### config.mk
export PLATFORM = sky130hd
export DESIGN_NAME = dds_pwm_dac_flat
export DESIGN_NICKNAME = d
export VERILOG_FILES = /design/src/rtl/dds_pwm_dac_pkg.sv /design/src/rtl/dds_pwm_dac_if.sv /design/src/rtl/dds_pwm_dac_core.sv /design/src/rtl/dds_pwm_dac.sv /design/src/flat_wrapper.sv
export SDC_FILE = /design/constraint.sdc
export NUM_CORES = 1
export LEC_CHECK = 0
export BUFFER_PORTS_ARGS = -buffer_cell sky130_fd_sc_hd__clkbuf_2
export CAP_MARGIN = 20
export CORE_MARGIN = 3
export CORE_UTILIZATION = 25
export CTS_BUF_LIST = sky130_fd_sc_hd__clkbuf_4
export CTS_CLUSTER_SIZE = 16
export DETAILED_ROUTE_END_ITERATION = 10
export GPL_ROUTABILITY_DRIVEN = 0
export PLACE_DENSITY = 0.4
export SLEW_MARGIN = 10
export SYNTH_ARGS = -nofsm -noshare
export SYNTH_HDL_FRONTEND = slang
export SYNTH_SLANG_ARGS = --single-unit
### constraint.sdc
create_clock -name clk -period 2 [get_ports clk]
set_input_delay 0.4 -clock clk [delete_from_list [all_inputs] [get_ports clk]]
set_output_delay 0.4 -clock clk [all_outputs]
set_load 0.05 [all_outputs]
### src/rtl/dds_pwm_dac_pkg.sv
// Shared types and helpers for the DDS PWM output stage.
// The offset-binary conversion here is the single definition used by the RTL and the bench model.
package dds_pkg;

  localparam int DDS_MAG_W = 8;

  typedef enum logic [1:0] {
    IDLE  = 2'd0,
    RUN   = 2'd1,
    DRAIN = 2'd2
  } dds_state_e;

  // Offset-binary duty code: magnitude scaled up to the counter width, then added
  // to or subtracted from mid-scale depending on the half-wave sign.
  function automatic logic [31:0] dds_to_offs(input logic [DDS_MAG_W-1:0] mag,
                                              input logic sym,
                                              input int cnt_w);
    logic [31:0] offs;
    logic [31:0] scaled;
    offs   = 32'd1 << (cnt_w - 1);
    scaled = {24'd0, mag} << (cnt_w - 9);
    return sym ? (offs - scaled) : (offs + scaled);
  endfunction

endpackage

### src/rtl/dds_pwm_dac_if.sv
// Signal bundle between the DDS sample source / observer and the PWM output stage.
interface dds_pwm_dac_if #(parameter int CNT_W = 9);
  import dds_pkg::*;

  logic [DDS_MAG_W-1:0] mag;
  logic                 sym;
  logic                 en;
  logic                 pwm;
  logic                 frame;
  logic [CNT_W-1:0]     duty;
  logic                 running;

  modport master (output mag, sym, en, input pwm, frame, duty, running);
  modport slave  (input mag, sym, en, output pwm, frame, duty, running);
endinterface

### src/rtl/dds_pwm_dac_core.sv
// PWM frame counter, wrap detect and registered comparator.
// The pin lags the counter by one cycle; the counter sits at 0 whenever inactive.
module dds_pwm_core #(parameter int CNT_W = 9) (
  input  logic             clk,
  input  logic             rst_n,
  input  logic             active,
  input  logic [CNT_W-1:0] duty,
  output logic             wrap,
  output logic             pwm
);

  localparam logic [CNT_W-1:0] CNT_MAX = '1;

  logic [CNT_W-1:0] cnt;

  assign wrap = active && (cnt == CNT_MAX);

  // Leaving for IDLE only happens on a wrap, where cnt+1 is already 0.
  always_ff @(posedge clk or negedge rst_n) begin
    if (!rst_n) begin
      cnt <= '0;
      pwm <= 1'b0;
    end else begin
      cnt <= active ? cnt + 1'b1 : '0;
      pwm <= active && (cnt < duty);
    end
  end

endmodule

### src/rtl/dds_pwm_dac.sv
// DDS output stage: converts magnitude/sign into a double-buffered duty code and
// drives a frame-aligned PWM pin with clean run/stop (frames are never truncated).
module dds_pwm_dac
  import dds_pkg::*;
#(
  parameter int CNT_W = 9
) (
  input  logic         clk,
  input  logic         rst_n,
  dds_pwm_dac_if.slave bus
);

  localparam logic [CNT_W-1:0] OFFS = {1'b1, {(CNT_W-1){1'b0}}};

  dds_state_e       state, state_nxt;
  logic [CNT_W-1:0] code;
  logic [CNT_W-1:0] shadow;
  logic [CNT_W-1:0] duty_q;
  logic             frame_q;
  logic             active;
  logic             wrap;
  logic             load;

  assign active = (state != IDLE);
  assign code   = CNT_W'(dds_to_offs(bus.mag, bus.sym, CNT_W));

  // A frame starts on IDLE->RUN entry or on a wrap that continues running;
  // a wrap with en low ends the frame without opening a new one.
  assign load = bus.en && ((state == IDLE) || wrap);

  always_comb begin
    state_nxt = state;
    case (state)
      IDLE:    if (bus.en) state_nxt = RUN;
      RUN:     if (!bus.en) state_nxt = wrap ? IDLE : DRAIN;
      DRAIN:   if (bus.en) state_nxt = RUN;
               else if (wrap) state_nxt = IDLE;
      default: state_nxt = IDLE;
    endcase
  end

  always_ff @(posedge clk or negedge rst_n) begin
    if (!rst_n) begin
      state   <= IDLE;
      shadow  <= OFFS;
      duty_q  <= OFFS;
      frame_q <= 1'b0;
    end else begin
      state   <= state_nxt;
      shadow  <= code;
      frame_q <= load;
      if (load) duty_q <= shadow;
    end
  end

  dds_pwm_core #(.CNT_W(CNT_W)) u_core (
    .clk    (clk),
    .rst_n  (rst_n),
    .active (active),
    .duty   (duty_q),
    .wrap   (wrap),
    .pwm    (bus.pwm)
  );

  assign bus.duty    = duty_q;
  assign bus.frame   = frame_q;
  assign bus.running = active;

endmodule

### src/flat_wrapper.sv
// flat-port wrapper written by rule: the top's interface ports become plain ports
module dds_pwm_dac_flat import dds_pkg::*;
#(
  parameter int CNT_W = 9
)
  (clk, rst_n, bus_mag, bus_sym, bus_en, bus_pwm, bus_frame, bus_duty, bus_running);
  dds_pwm_dac_if #(.CNT_W(CNT_W)) bus_i ();
  input  logic clk;
  input  logic rst_n;
  input wire logic [$bits(bus_i.mag)-1:0] bus_mag;
  input wire logic [$bits(bus_i.sym)-1:0] bus_sym;
  input wire logic [$bits(bus_i.en)-1:0] bus_en;
  output wire logic [$bits(bus_i.pwm)-1:0] bus_pwm;
  output wire logic [$bits(bus_i.frame)-1:0] bus_frame;
  output wire logic [$bits(bus_i.duty)-1:0] bus_duty;
  output wire logic [$bits(bus_i.running)-1:0] bus_running;
  assign bus_i.mag = bus_mag;
  assign bus_i.sym = bus_sym;
  assign bus_i.en = bus_en;
  assign bus_pwm = bus_i.pwm;
  assign bus_frame = bus_i.frame;
  assign bus_duty = bus_i.duty;
  assign bus_running = bus_i.running;
  dds_pwm_dac #(.CNT_W(CNT_W)) u_core (.clk(clk), .rst_n(rst_n), .bus(bus_i));
endmodule
==> results.py <==
metrics = {
    "route": {
        "viasPerCell": 4.224,
        "drt_iter0_drc": 44,
        "dr.pass1.iters": 4,
        "remaining_drc_errors": 0,
        "wl_microns": 2655,
        "ant_nets": 0,
        "vias": 963,
        "wl_per_cell_microns": 11.64,
    },
    "power_and_ir_drop": {
        "seqPwrFrac": 0.463,
        "total_power_mw": 1.739,
        "power.internal_mw": 1.068,
        "switchingPower_mw": 0.6709,
        "powerDensity_nw_per_um2": 1016,
        "leakage_nw": 0.8383,
        "combPwrFrac": 0.330,
        "clock_power_share": 0.206,
        "ir_drop_mv": 0.2153,
        "switching_share": 0.3858,
    },
    "yosys": {
        "synth.area.top_cells": "dfrtp_1 51%, ha_1 9.6%, mux2_2 7.1%",
        "synthCells": 126,
        "synth-seq-cells": 31,
        "synth_top_area_share": 0.5052,
        "synth-seq-area-share": 0.5418,
        "synth.avg_cell_area_sq_um": 11.40,
        "yosysTopAreaCell": "dfrtp_1",
        "yosysMostFrequentCell": "dfrtp_1",
        "synth_edf_count": 0,
        "synthesis.area_sq_um": 1436,
        "ys_warn_count": 0,
        "synth_common_cells": "29 x dfrtp_1, 12 x inv_1, 11 x ha_1, 9 x mux2_2, 9 x nor2_1",
        "postSynth.asyncResetShare": 1.000,
        "dominantRegCellSynth": "dfrtp_1",
        "synth.distinct_cells": 26,
        "synth_fp_nets": 149,
    },
    "sta": {
        "min_period_ns": 1.793,
        "final-max-slew-violation-count": 0,
        "tightest_slew_ns": 0.7601,
        "hold_viol_final": 0,
        "rsz0062_at_grt": "false",
        "setup_viol": 0,
        "tns_ns": 0,
        "max_slew_margin": 0.4933,
        "fin_crit_sh": 0.8967,
        "fin_worst_skew_ns": 0.003444,
        "timing.fmax_mhz": 557.6,
    },
    "global_routing": {
        "grt_overflow": 0,
        "antenna_found_initial": 0,
        "grt_max_degree": 32,
        "grt_pass1_vias": 1026,
        "grt.total_usage": 0.09265,
        "grt_first_pass_wirelength_microns": 4636,
    },
    "die": {
        "start_util": 0.2692,
        "die_width_microns": 81.80,
        "coreArea_sq_um": 5335,
        "boundaryPins": 24,
        "fp.dieH_microns": 81.80,
        "die_area_sq_um": 6691,
        "fp-row-count": 26,
    },
    "flow_run": {
        "maxCapViolCount": 0,
    },
    "clocking": {
        "cts_tree": "done",
        "cts_resized": 0,
        "clk_latency_ns": 0.32,
        "cts_root_buffer": "clkbuf_4",
        "cts_buffer_depth": 2,
        "clk_pin_slew_ns": 0.09,
        "h-tree-depth": 2,
        "numClockSinks": 31,
        "numCtsBuffers": 5,
        "cts_setup_buffers": 0,
        "cts_hold_buf": 0,
    },
    "critical_path": {
        "crit_path_max_fanout": 10,
        "worstSetupEndpointType": "flip-flop",
        "critical_path_class": "reg -> reg",
        "start_kind": "flip-flop",
        "crit_required_ns": 2.22,
        "critPathArrivalTime_ns": 2.01,
    },
    "cells_and_area": {
        "diodes": 0,
        "area_growth_pct": 19.16,
        "num-fill-cells": 565,
        "layout-drive-gt1-share": 0.2911,
        "fin_nets": 180,
    },
    "placement": {
        "dp_hpwl_microns": 2052,
        "io_buffers": 23,
    },
    "hold_path": {
        "hp-class": "in -> async",
    },
    "outcome": {
        "status": "completed",
    },
}
## layer usage
layer  global-route usage  up-vias  wire [microns]
met4              0.04485        0              67
li1                     -      483               -
met1               0.1057      452            1153
met2               0.1527       23            1298
met3              0.03399        5             137
met5                    0        -               0
## registers in the layout, indices dropped and copies added, names as in the netlist
register,cells
u_core.bus.duty,9
u_core.bus.frame,1
u_core.shadow,9
u_core.state,2
u_core.u_core.cnt,9
u_core.u_core.pwm,1
## cell families after synthesis
| logic type | after synthesis | synth area share |
|---|---|---|
| and+or+nand+nor | 33 | 0.1080 |
| buffers and inverters | 14 | 0.03659 |
| AOI/OAI and AO/OA | 17 | 0.08015 |
| xor gates and xnor gates | 11 | 0.06708 |
| DFF | 31 | 0.5418 |
| adders and majority gates | 11 | 0.09582 |
| muxes | 9 | 0.07056 |
## metrics by stage
stage | std cells | area (sq um) | setup WS (ns) | util | hold WS (ns)
floorplan | 126 | 1436 | 0.1995 | - | 0.1044
global placement | 220 | 1654 | 0.2241 | 0.3100 | 0.4611
detailed placement | 220 | 1654 | 0.2006 | 0.3100 | 0.4619
CTS | 228 | 1712 | 0.1858 | 0.3208 | 0.1466
global route | 228 | 1712 | 0.1010 | 0.3208 | 0.1700
finish | 228 | 1712 | 0.2066 | 0.3208 | 0.1281
## area by class of cell
class / instances / area [sq um] / area share
flip-flops and latches: 31 / 778.2 / 0.4547
multi-input cells: 81 / 605.6 / 0.3538
repair buffers: 26 / 137.6 / 0.08041
well taps: 70 / 87.58 / 0.05117
clock buffers: 6 / 45.04 / 0.02632
inverters: 12 / 45.04 / 0.02632
clock inverters: 2 / 12.51 / 0.007310
## power by group through the flow
stage               clock [mW]  sequential, mW  combinational (mW)
finish                   0.359           0.806               0.575
detailed placement           0           0.823               0.580
global route             0.408           0.821               0.626
floorplan                    0            1.01               0.222
CTS                      0.384           0.809               0.585
global placement             0           0.823               0.573
## final timing paths
path	startpoint	cells past startpoint	slack, ns	endpoint
worst max-delay path	u_core.u_core.cnt[0]$_DFF_PN0_	7	0.21	u_core.bus.duty[6]$_DFFE_PN0P_
worst min-delay path	rst_n	1	0.13	u_core.u_core.cnt[4]$_DFF_PN0_
worst max register to register	u_core.u_core.cnt[0]$_DFF_PN0_	7	0.21	u_core.bus.duty[6]$_DFFE_PN0P_
worst min register to register	u_core.u_core.cnt[0]$_DFF_PN0_	1	0.48	u_core.u_core.cnt[0]$_DFF_PN0_
max in group asynchronous	rst_n	1	1.39	u_core.u_core.cnt[1]$_DFF_PN0_
min in group clk	bus_mag[0]	1	0.22	u_core.shadow[0]$_DFF_PN0_
## cell usage in the layout, fill, tap and decap left out, drive strengths merged, types with 2 or more instances in the layout
| master | instances |
|---|---|
| o31ai | 3 |
| clkbuf | 29 |
| dfrtp | 29 |
| nand3 | 5 |
| dfstp | 2 |
| nor2b | 3 |
| xor2 | 3 |
| xnor2 | 8 |
| buf | 3 |
| inv | 12 |
| mux2 | 9 |
| nand2b | 2 |
| and3 | 2 |
| nor3 | 2 |
| o21ai | 5 |
| ha | 11 |
| nand2 | 8 |
| nor2 | 9 |
| a21oi | 3 |
| or3 | 2 |
## worst max-delay path, cell delays in order, from the launching register on
cell and delay, ns:
dfrtp_1 0.41, ha_1 0.26, nand3_1 0.10, nor2_1 0.05
ha_1 0.20, o21ai_2 0.13, buf_4 0.19, mux2_2 0.35
No activity file was read; power rests on OpenSTA's default activity.
